<file path="src/rtl/fft64_ctrl_pkg.sv">
// Shared types and constants for the 64-point FFT frame sequencer.
// Imported by the top level and the shift adaptation block.
package fft64_ctrl_pkg;

  localparam int N_PTS   = 64;
  localparam int IN_W    = 16;
  localparam int OUT_W   = 19;
  localparam int SHIFT_W = 4;
  localparam logic [SHIFT_W-1:0] SHIFT_MAX = 4'd15;

  typedef enum logic [2:0] {
    IDLE,
    START,
    LOAD,
    DRAIN,
    UNLOAD
  } state_t;

  function automatic logic [SHIFT_W-1:0] sat_inc(
    input logic [SHIFT_W-1:0] v
  );
    return (v == SHIFT_MAX) ? v : v + SHIFT_W'(1);
  endfunction

endpackage

</file>
<file path="src/rtl/fft64_shift_adapt.sv">
// Block-floating-point SHIFT tracking for the FFT core.
// Reloads from cfg on the first frame after reset/clear or when auto is off.
module fft64_shift_adapt
  import fft64_ctrl_pkg::*;
(
  input  logic               clk,
  input  logic               rst_n,
  input  logic               frame_start,
  input  logic               frame_end,
  input  logic               frame_ovf,
  input  logic               cfg_auto,
  input  logic [SHIFT_W-1:0] cfg_shift,
  input  logic               status_clr,
  output logic [SHIFT_W-1:0] shift
);

  logic first;

  always_ff @(posedge clk or negedge rst_n) begin
    if (!rst_n) begin
      shift <= '0;
      first <= 1'b1;
    end else begin
      if (status_clr) begin
        first <= 1'b1;
      end else if (frame_start) begin
        first <= 1'b0;
      end
      if (frame_start && (!cfg_auto || first || status_clr)) begin
        shift <= cfg_shift;
      end else if (frame_end && cfg_auto && frame_ovf) begin
        shift <= sat_inc(shift);
      end
    end
  end

endmodule

</file>
<file path="src/rtl/fft64_frame_ctrl.sv">
// Frame sequencer for the 64-point FFT core: load, drain, unload,
// overflow tracking and automatic SHIFT scaling between frames.
module fft64_frame_ctrl
  import fft64_ctrl_pkg::*;
#(
  parameter int TIMEOUT_CYC = 512
) (
  input  logic               clk,
  input  logic               rst_n,
  input  logic [SHIFT_W-1:0] cfg_shift,
  input  logic               cfg_auto,
  input  logic               status_clr,
  input  logic               in_valid,
  output logic               in_ready,
  input  logic [IN_W-1:0]    in_re,
  input  logic [IN_W-1:0]    in_im,
  output logic               out_valid,
  input  logic               out_ready,
  output logic [OUT_W-1:0]   out_re,
  output logic [OUT_W-1:0]   out_im,
  output logic [5:0]         out_idx,
  output logic               out_last,
  output logic               fft_start,
  output logic               fft_ed,
  output logic [IN_W-1:0]    fft_dr,
  output logic [IN_W-1:0]    fft_di,
  output logic [SHIFT_W-1:0] fft_shift,
  input  logic               fft_rdy,
  input  logic               fft_ovf1,
  input  logic               fft_ovf2,
  input  logic [5:0]         fft_addr,
  input  logic [OUT_W-1:0]   fft_dor,
  input  logic [OUT_W-1:0]   fft_doi,
  output logic               busy,
  output logic               ovf_sticky,
  output logic               timeout_err,
  output logic [15:0]        frame_cnt
);

  localparam int WC_W = $clog2(TIMEOUT_CYC + 1);
  localparam logic [5:0] LAST_IDX = 6'(N_PTS - 1);

  state_t state, state_nx;
  logic [5:0] sample_cnt;
  logic [5:0] out_cnt;
  logic [WC_W-1:0] wait_cnt;
  logic frame_ovf;
  logic in_hs, out_hs, frame_end, timeout;
  logic ovf_hit, ovf_nx;

  assign in_hs     = (state == LOAD) && in_valid;
  assign out_hs    = (state == UNLOAD) && out_ready;
  assign frame_end = out_hs && (out_cnt == LAST_IDX);
  assign timeout   = (state == DRAIN) && !fft_rdy
                  && (wait_cnt == WC_W'(TIMEOUT_CYC - 1));
  assign ovf_hit   = ((state == DRAIN) || (state == UNLOAD))
                  && fft_ed && (fft_ovf1 || fft_ovf2);
  assign ovf_nx    = frame_ovf || ovf_hit;

  always_comb begin
    state_nx  = state;
    in_ready  = 1'b0;
    out_valid = 1'b0;
    fft_start = 1'b0;
    fft_ed    = 1'b0;
    unique case (state)
      IDLE: begin
        if (in_valid) state_nx = START;
      end
      START: begin
        fft_start = 1'b1;
        state_nx  = LOAD;
      end
      LOAD: begin
        in_ready = 1'b1;
        fft_ed   = in_valid;
        if (in_valid && (sample_cnt == LAST_IDX)) state_nx = DRAIN;
      end
      DRAIN: begin
        fft_ed = ~fft_rdy;
        if (fft_rdy) state_nx = UNLOAD;
        else if (timeout) state_nx = IDLE;
      end
      UNLOAD: begin
        out_valid = 1'b1;
        fft_ed    = out_ready;
        if (frame_end) state_nx = in_valid ? START : IDLE;
      end
      default: state_nx = IDLE;
    endcase
  end

  assign busy     = (state != IDLE);
  assign fft_dr   = in_ready ? in_re : '0;
  assign fft_di   = in_ready ? in_im : '0;
  assign out_re   = out_valid ? fft_dor : '0;
  assign out_im   = out_valid ? fft_doi : '0;
  assign out_idx  = out_valid ? fft_addr : '0;
  assign out_last = out_valid && (out_cnt == LAST_IDX);

  always_ff @(posedge clk or negedge rst_n) begin
    if (!rst_n) begin
      state       <= IDLE;
      sample_cnt  <= '0;
      out_cnt     <= '0;
      wait_cnt    <= '0;
      frame_ovf   <= 1'b0;
      ovf_sticky  <= 1'b0;
      timeout_err <= 1'b0;
      frame_cnt   <= '0;
    end else begin
      state <= state_nx;
      if (state == START) begin
        sample_cnt <= '0;
        out_cnt    <= '0;
        frame_ovf  <= 1'b0;
      end else begin
        if (in_hs) sample_cnt <= sample_cnt + 6'd1;
        if (out_hs) out_cnt <= out_cnt + 6'd1;
        if (ovf_hit) frame_ovf <= 1'b1;
      end
      if (state == LOAD) wait_cnt <= '0;
      else if (state == DRAIN) wait_cnt <= wait_cnt + WC_W'(1);
      // A clear on the frame-end cycle wins over the overflow merge
      if (status_clr) ovf_sticky <= 1'b0;
      else if (frame_end) ovf_sticky <= ovf_sticky || ovf_nx;
      if (status_clr) timeout_err <= 1'b0;
      else if (timeout) timeout_err <= 1'b1;
      if (frame_end) frame_cnt <= frame_cnt + 16'd1;
    end
  end

  fft64_shift_adapt u_shift (
    .clk         (clk),
    .rst_n       (rst_n),
    .frame_start (state == START),
    .frame_end   (frame_end),
    .frame_ovf   (ovf_nx),
    .cfg_auto    (cfg_auto),
    .cfg_shift   (cfg_shift),
    .status_clr  (status_clr),
    .shift       (fft_shift)
  );

endmodule
</file>
<file path="config.mk">
export PLATFORM = sky130hd
export DESIGN_NAME = fft64_frame_ctrl
export DESIGN_NICKNAME = d
export VERILOG_FILES = /design/src/rtl/fft64_ctrl_pkg.sv /design/src/rtl/fft64_shift_adapt.sv /design/src/rtl/fft64_frame_ctrl.sv
export SDC_FILE = /design/constraint.sdc
export NUM_CORES = 1
export LEC_CHECK = 0
export BUFFER_PORTS_ARGS = -buffer_cell sky130_fd_sc_hd__clkbuf_2
export CAP_MARGIN = 20
export CORE_UTILIZATION = 48
export CTS_BUF_LIST = sky130_fd_sc_hd__clkbuf_4 sky130_fd_sc_hd__clkbuf_8
export CTS_CLUSTER_DIAMETER = 150
export CTS_CLUSTER_SIZE = 24
export DETAILED_ROUTE_END_ITERATION = 8
export HOLD_SLACK_MARGIN = 0.02
export PLACE_DENSITY = 0.88
export SYNTH_ARGS = -nofsm -noshare
export SYNTH_HDL_FRONTEND = slang
export SYNTH_HIERARCHICAL = 1
export SYNTH_SLANG_ARGS = --single-unit
</file>
<file path="constraint.sdc">
create_clock -name clk -period 3.2 [get_ports clk]
set_input_delay 0.64 -clock clk [delete_from_list [all_inputs] [get_ports clk]]
set_output_delay 0.64 -clock clk [all_outputs]
set_load 0.005 [all_outputs]
</file>
==> results of run 1 <==
## flip-flops by register name, indices dropped and copies added (netlist names)
signal	flops
wait_cnt	10
timeout_err	1
frame_ovf	1
ovf_sticky	1
u_shift/shift	4
sample_cnt	6
out_cnt	6
frame_cnt	16
u_shift/first	1
state	3
## power groups by stage
stage	combinational (mW)	clock [mW]	sequential, mW
floorplan	0.461	0	0.782
global placement	0.788	0	0.812
detailed placement	0.816	0	0.821
CTS	0.822	0.394	0.809
global route	0.905	0.422	0.824
finish	0.828	0.386	0.811
## kinds of logic (layout without fill, tap and decap cells)
family,count (synthesis),count (layout),share of synthesized area [%]
AO/OA/AOI/OAI,44,44,9.155
adder cells (fa/ha/maj),5,5,2.053
flip-flops,49,49,40.27
multiplexers,5,5,1.724
buffers and inverters,23,216,3.202
AND/OR/NAND/NOR,192,192,37.27
XOR/XNOR,22,22,6.322
## Yosys cell counts, drive strengths merged (7+ instances only)
master,n,area [sq um]
o21ai,20,100.1
nor2,16,60.06
and2,79,494.2
xor2,9,78.83
clkbuf,8,30.03
xnor2,13,113.9
nand2,35,131.4
and3,7,43.79
dfrtp,48,1201
nand4,13,81.33
nand3,15,75.07
inv,9,33.78
## per-layer routing
metal  wire length, um  GRT usage (%)  part of all wire [%]  vias up
li1                  -              -                     -     1544
met1              3992          37.63                    43     1479
met2              4198          43.08                    46      140
met3               914          7.889                   9.9        9
met4                97          6.140                   1.1        0
met5                 0              0                     0        -
## critical path: cells and delay by family, from the launching register on
| family | cells | cell delay (ps) |
|---|---|---|
| flops | 1 | 560 |
| simple gates | 2 | 530 |
| buf+inv | 2 | 490 |
## area by class of cell
class | instances | area [sq um]
fill | 485 | 1838
multi-input combinational | 268 | 1729
sequential | 49 | 1227
timing repair buffer | 198 | 1006
tap | 75 | 93.84
clock buffer | 5 | 68.82
inverter | 10 | 37.54
clock inverter | 3 | 25.02
## worst max path at each step
stage | from | end | slack [ps]
global placement | fft_rdy | u_shift/shift[2] | 1000
CTS | state[0] | out_idx[4] | 700
finish | state[0] | out_idx[4] | 670
floorplan | state[2] | u_shift/shift[2] | 1200
global route | state[0] | out_re[14] | 570
detailed placement | fft_rdy | u_shift/shift[2] | 960
## metrics by stage
step / hold WS [ps] / cells / area, sq um / util (%) / setup slack [ps]
2_1_floorplan: 344.4 / 340 / 3048 / - / 1199
3_3_place_gp: 461.0 / 600 / 4094 / 67.94 / 1004
3_5_place_dp: 482.2 / 600 / 4094 / 67.94 / 955.4
4_1_cts: 345.2 / 608 / 4188 / 69.50 / 701.0
5_1_grt: 361.9 / 608 / 4188 / 69.50 / 569.9
6_report: 325.7 / 608 / 4188 / 69.50 / 666.7
==> metrics.yaml, run 1 <==
run_status: "finished, final reports clean"
postCtsHoldBufs: 0
die_w_um: 81.69
gp_congestion: 0.9039
avgRoutedWirePerCell_um: 15.13
ys_seq_area_share_pct: 40.27
drv_slew: 0
dr.first_iter.drc_count: 272
r2r_slack_ps: 950
drc: 0
cap_violations: 0
worst_slew_pin_slew_ps: 636.4
grtUsageTotal_pct: 27.51
antenna_cells: 0
core_sq_um: 6026
worstPathRequired_ps: 2560
post_cts_resized: 0
hold_class: "in -> async"
relSlewSlack_pct: 57.57
cts_buffers: 5
grt_pass1_wl_um: 13750
clock_power_share_pct: 19.1
ys_seq_elements: 49
crit_type: "reg -> out"
power_density_nw_per_um2: 483.5
finClkSkew_ps: 6.415
switchingPower_uw: 770.3
clock-sinks: 49
start_kind: "register"
fmax_mhz: 394.7
final_common_cell: "clkbuf_2"
path_cells: "nor3b_4, buf_4, and2_1, clkbuf_2"
mostFrequentLayoutCells: "clkbuf_2 (192), and2_1 (79), dfrtp_1 (48), nand2_1 (35), o21ai_0 (20)"
pwr-share-comb_pct: 40.9
cts_htree_levels: 2
die_h_um: 81.69
grt_max_degree: 46
cts.path.max_buffers: 2
fin_setup_tns_ps: 0
fin_nets: 626
worst_r2r_path_depth: 8
slowest_delay_ps: 560
final_hold_viol_count: 0
syn_avg_cell_area_sq_um: 8.964
cell_internal_pwr_mw: 1.255
syn-instance-count: 340
power.share.sequential_pct: 40.0
area_growth_pct: 37.40
clk-insertion-delay-late_ps: 310
ios: 193
via_per_inst: 5.217
total_power_mw: 2.025
synth_edf_count: 0
synth_nets: 434
netSwitchingFraction_pct: 38.04
worstReg2RegStart: "state[2]"
rsz0062_at_grt: "false"
cp-end-kind: "output pin"
syn_area_sq_um: 3048
cts_setup_buffers: 0
clockRootBuffer: "clkbuf_8"
detail_route.first_pass.iterations: 4
wl_um: 9202
grt_pass1_vias: 2881
drive_above_1_share_pct: 40.53
die-area_sq_um: 6672
antenna_found_initial: 0
async_reset_ff_share_pct: 100.0
crit_fanout: 45
synth_flop_cell: "dfrtp_1"
setup_violations: 0
fin_crit_ps: 2533
regToRegEndpoint: "u_shift/shift[2]"
initial_core_util_pct: 50.58
irDropWorstVdd_mv: 0.2810
synth_warnings: 6
core.rowCount: 28
via_count: 3172
overflow: 0
cts_tree: "yes"
worst_ep_arrival_time_ps: 1890
slowest_stage: "dfrtp_1"
path_clk_slew_ps: 100
ys_types: 50
period_share_pct: 79.17
portBuffers: 192
ant_nets: 0
leakage_nw: 2.270
dp_hpwl_um: 7464
(Power assumes the default switching activity.)
==> run 2: changes to the inputs <==
--- a/config.mk
+++ b/config.mk
@@ -7,13 +7,13 @@
 export LEC_CHECK = 0
 export BUFFER_PORTS_ARGS = -buffer_cell sky130_fd_sc_hd__clkbuf_2
 export CAP_MARGIN = 20
-export CORE_UTILIZATION = 48
+export CORE_UTILIZATION = 40
 export CTS_BUF_LIST = sky130_fd_sc_hd__clkbuf_4 sky130_fd_sc_hd__clkbuf_8
 export CTS_CLUSTER_DIAMETER = 150
 export CTS_CLUSTER_SIZE = 24
 export DETAILED_ROUTE_END_ITERATION = 8
 export HOLD_SLACK_MARGIN = 0.02
-export PLACE_DENSITY = 0.88
+export PLACE_DENSITY = 0.78
 export SYNTH_ARGS = -nofsm -noshare
 export SYNTH_HDL_FRONTEND = slang
 export SYNTH_HIERARCHICAL = 1
==> constraint.sdc (replaced) <==
create_clock -name clk -period 2.3 [get_ports clk]
set_input_delay 0.46 -clock clk [delete_from_list [all_inputs] [get_ports clk]]
set_output_delay 0.46 -clock clk [all_outputs]
set_load 0.005 [all_outputs]
==> run 2 against run 1 <==
Net effect:
- die area increased by 19%
- count of clock-buffer cells in the layout is 2 higher
- clock power rose by 68%
- via count fell by 1.7%
- power increased by 44%
- first-iteration DRC count fell by 66%
- sequential share of layout area down 0.57 points
==> metrics.yaml, run 2 (synthesis gave the netlist of run 1 again) <==
fill_cells: 699  # +44%
largest_reg_flops: 16  # unchanged
overflow: 0  # unchanged
cts_buffers: 5  # unchanged
r2r_slack_ps: 160  # -790 ps
fin_setup_tns_ps: 0  # unchanged
wl_um: 9066  # -1.5%
die-area_sq_um: 7973  # +19%
grt_pass1_wl_um: 13550  # -1.5%
cell_internal_pwr_mw: 1.906  # +52%
initial_core_util_pct: 41.80  # -8.8 points
core.rowCount: 31  # +11%
path_cells: "nor3b_4, buf_6, and2_1, clkbuf_2"
dp_hpwl_um: 7384  # -1.1%
worst_slew_pin_slew_ps: 618.8  # -17.59 ps
die_w_um: 89.29  # +9.3%
cts_htree_levels: 2  # unchanged
power.share.sequential_pct: 38.3  # -1.7 points
hold_class: "in -> async"
worstSetupStartpoint: "state[2]"
cts_tree: "yes"
total_power_mw: 2.907  # +44%
ios: 193  # unchanged
pwr-share-comb_pct: 39.3  # -1.6 points
slowest_stage: "dfrtp_1"
power_density_nw_per_um2: 680.7  # +41%
regToRegEndpoint: "u_shift/shift[2]"
cp-end-kind: "output pin"
cts_setup_buffers: 0  # unchanged
via_count: 3118  # -1.7%
rsz0062_at_grt: "false"
grt_pass1_vias: 2818  # -2.2%
fin_crit_ps: 2172
detail_route.first_pass.iterations: 4  # unchanged
avgRoutedWirePerCell_um: 14.28  # -5.7%
portBuffers: 192  # unchanged
area_growth_pct: 40.11
antenna_cells: 0  # unchanged
relSlewSlack_pct: 58.74  # +1.2 points
cts.path.max_buffers: 2  # unchanged
run_status: "finished, final reports clean"
worstReg2RegStart: "state[0]"
largest_registers: "frame_cnt x16, wait_cnt x10"
crit_fanout: 47  # +4.4%
crit_type: "reg -> out"
path_clk_slew_ps: 90  # about the same
start_kind: "register"
switchingPower_mw: 1.001  # +30%
drc: 0  # unchanged
clk-insertion-delay-late_ps: 310  # about the same
mostFrequentLayoutCells: "clkbuf_2 (192), and2_1 (79), dfrtp_1 (48), nand2_1 (35), o21ai_0 (20)"
ant_nets: 0  # unchanged
clock_power_share_pct: 22.3  # +3.2 points
via_per_inst: 4.910  # -5.9%
irDropWorstVdd_mv: 0.3235  # +15%
ff_latch_area_sq_um: 1227  # unchanged
setup_violations: 0  # unchanged
worst_r2r_path_depth: 7  # -1
final_common_cell: "clkbuf_2"
leakage_nw: 2.303  # +1.5%
clockRootBuffer: "clkbuf_8"
fmax_mhz: 460.5
grt_max_degree: 50  # +8.7%
dr.first_iter.drc_count: 93  # -66%
multiInputGateArea_sq_um: 1729  # unchanged
fin_nets: 629  # +0.48%
post_cts_resized: 0  # unchanged
finClkSkew_ps: 8.464  # +2.049 ps
die_h_um: 89.29  # +9.3%
period_share_pct: 94.41
final_area_sq_um: 4270  # +2.0%
netSwitchingFraction_pct: 34.45  # -3.6 points
postCtsHoldBufs: 0  # unchanged
dpl_cell_area_sq_um: 4146  # +1.3%
core_sq_um: 7292  # +21%
worstPathRequired_ps: 1840  # -720 ps
drive_above_1_share_pct: 40.86  # +0.33 points
gp_congestion: 0.8641  # -4.4%
antenna_found_initial: 0  # unchanged
worst_ep_arrival_time_ps: 1710  # -180 ps
clock-sinks: 49  # unchanged
final_hold_viol_count: 0  # unchanged
slowest_delay_ps: 510  # -50 ps
cap_violations: 0  # unchanged
regMostFlops: "frame_cnt"
grtUsageTotal_pct: 22.64  # -4.9 points
drv_slew: 0  # unchanged
-- run 2: cell types whose count changed in the layout (fill, tap and decap cells not counted) --
cell,previous run,this run
buf_6,0,1
inv_6,2,0
clkbuf_8,5,6
bufinv_16,0,1
clkinvlp_4,1,0
clkbuf_4,0,1
buf_4,6,8
-- run 2: worst max-delay path, delay by kind of cell (launching register included) --
family        cells  cell delay, ps
flops             1             510
buf+inv           2             430
simple gates      2             460
-- run 2: how the worst max path moves through the flow --
stage	slack [ps]	cells past startpoint	endpoint
after floorplan	300	9	u_shift/shift[2]
after global placement	250	8	u_shift/shift[2]
after detailed placement	180	8	u_shift/shift[2]
after CTS	50	4	out_im[2]
after global routing	9	4	out_re[16]
final	130	4	out_re[16]
-- run 2: layout make-up --
class,count,share of cell area [%]
multi-input combinational,268,40.49
timing repair buffer,201,24.17
sequential,49,28.74
clock buffer,7,2.110
tap,99,2.901
inverter,10,0.8790
clock inverter,1,0.7032
-- run 2: stage by stage --
step	hold slack, ps	setup slack [ps]	utilization (%)	std cells
2_1_floorplan	164.4	298.7	-	340
5_1_grt	303.9	8.975	58.56	635
4_1_cts	270.5	45.49	58.51	635
3_5_place_dp	463.8	181.8	56.86	627
6_report	240.0	128.5	58.56	635
3_3_place_gp	459.3	245.0	56.86	627
-- run 2: power groups by stage --
stage / combinational [mW] / clock, mW / sequential (mW)
5_1_grt: 1.29 / 0.694 / 1.13
3_3_place_gp: 1.12 / 0 / 1.12
6_report: 1.14 / 0.649 / 1.11
2_1_floorplan: 0.642 / 0 / 1.09
3_5_place_dp: 1.14 / 0 / 1.13
4_1_cts: 1.15 / 0.655 / 1.11
-- run 2: layer usage --
layer  up-vias  routed length, um  global-route usage, %
met1      1455               3659                  25.83
met5         -                  0                      0
met2       103               4753                  42.05
met4         0                247                  8.369
li1       1547                  -                      -
met3        13                406                  4.063
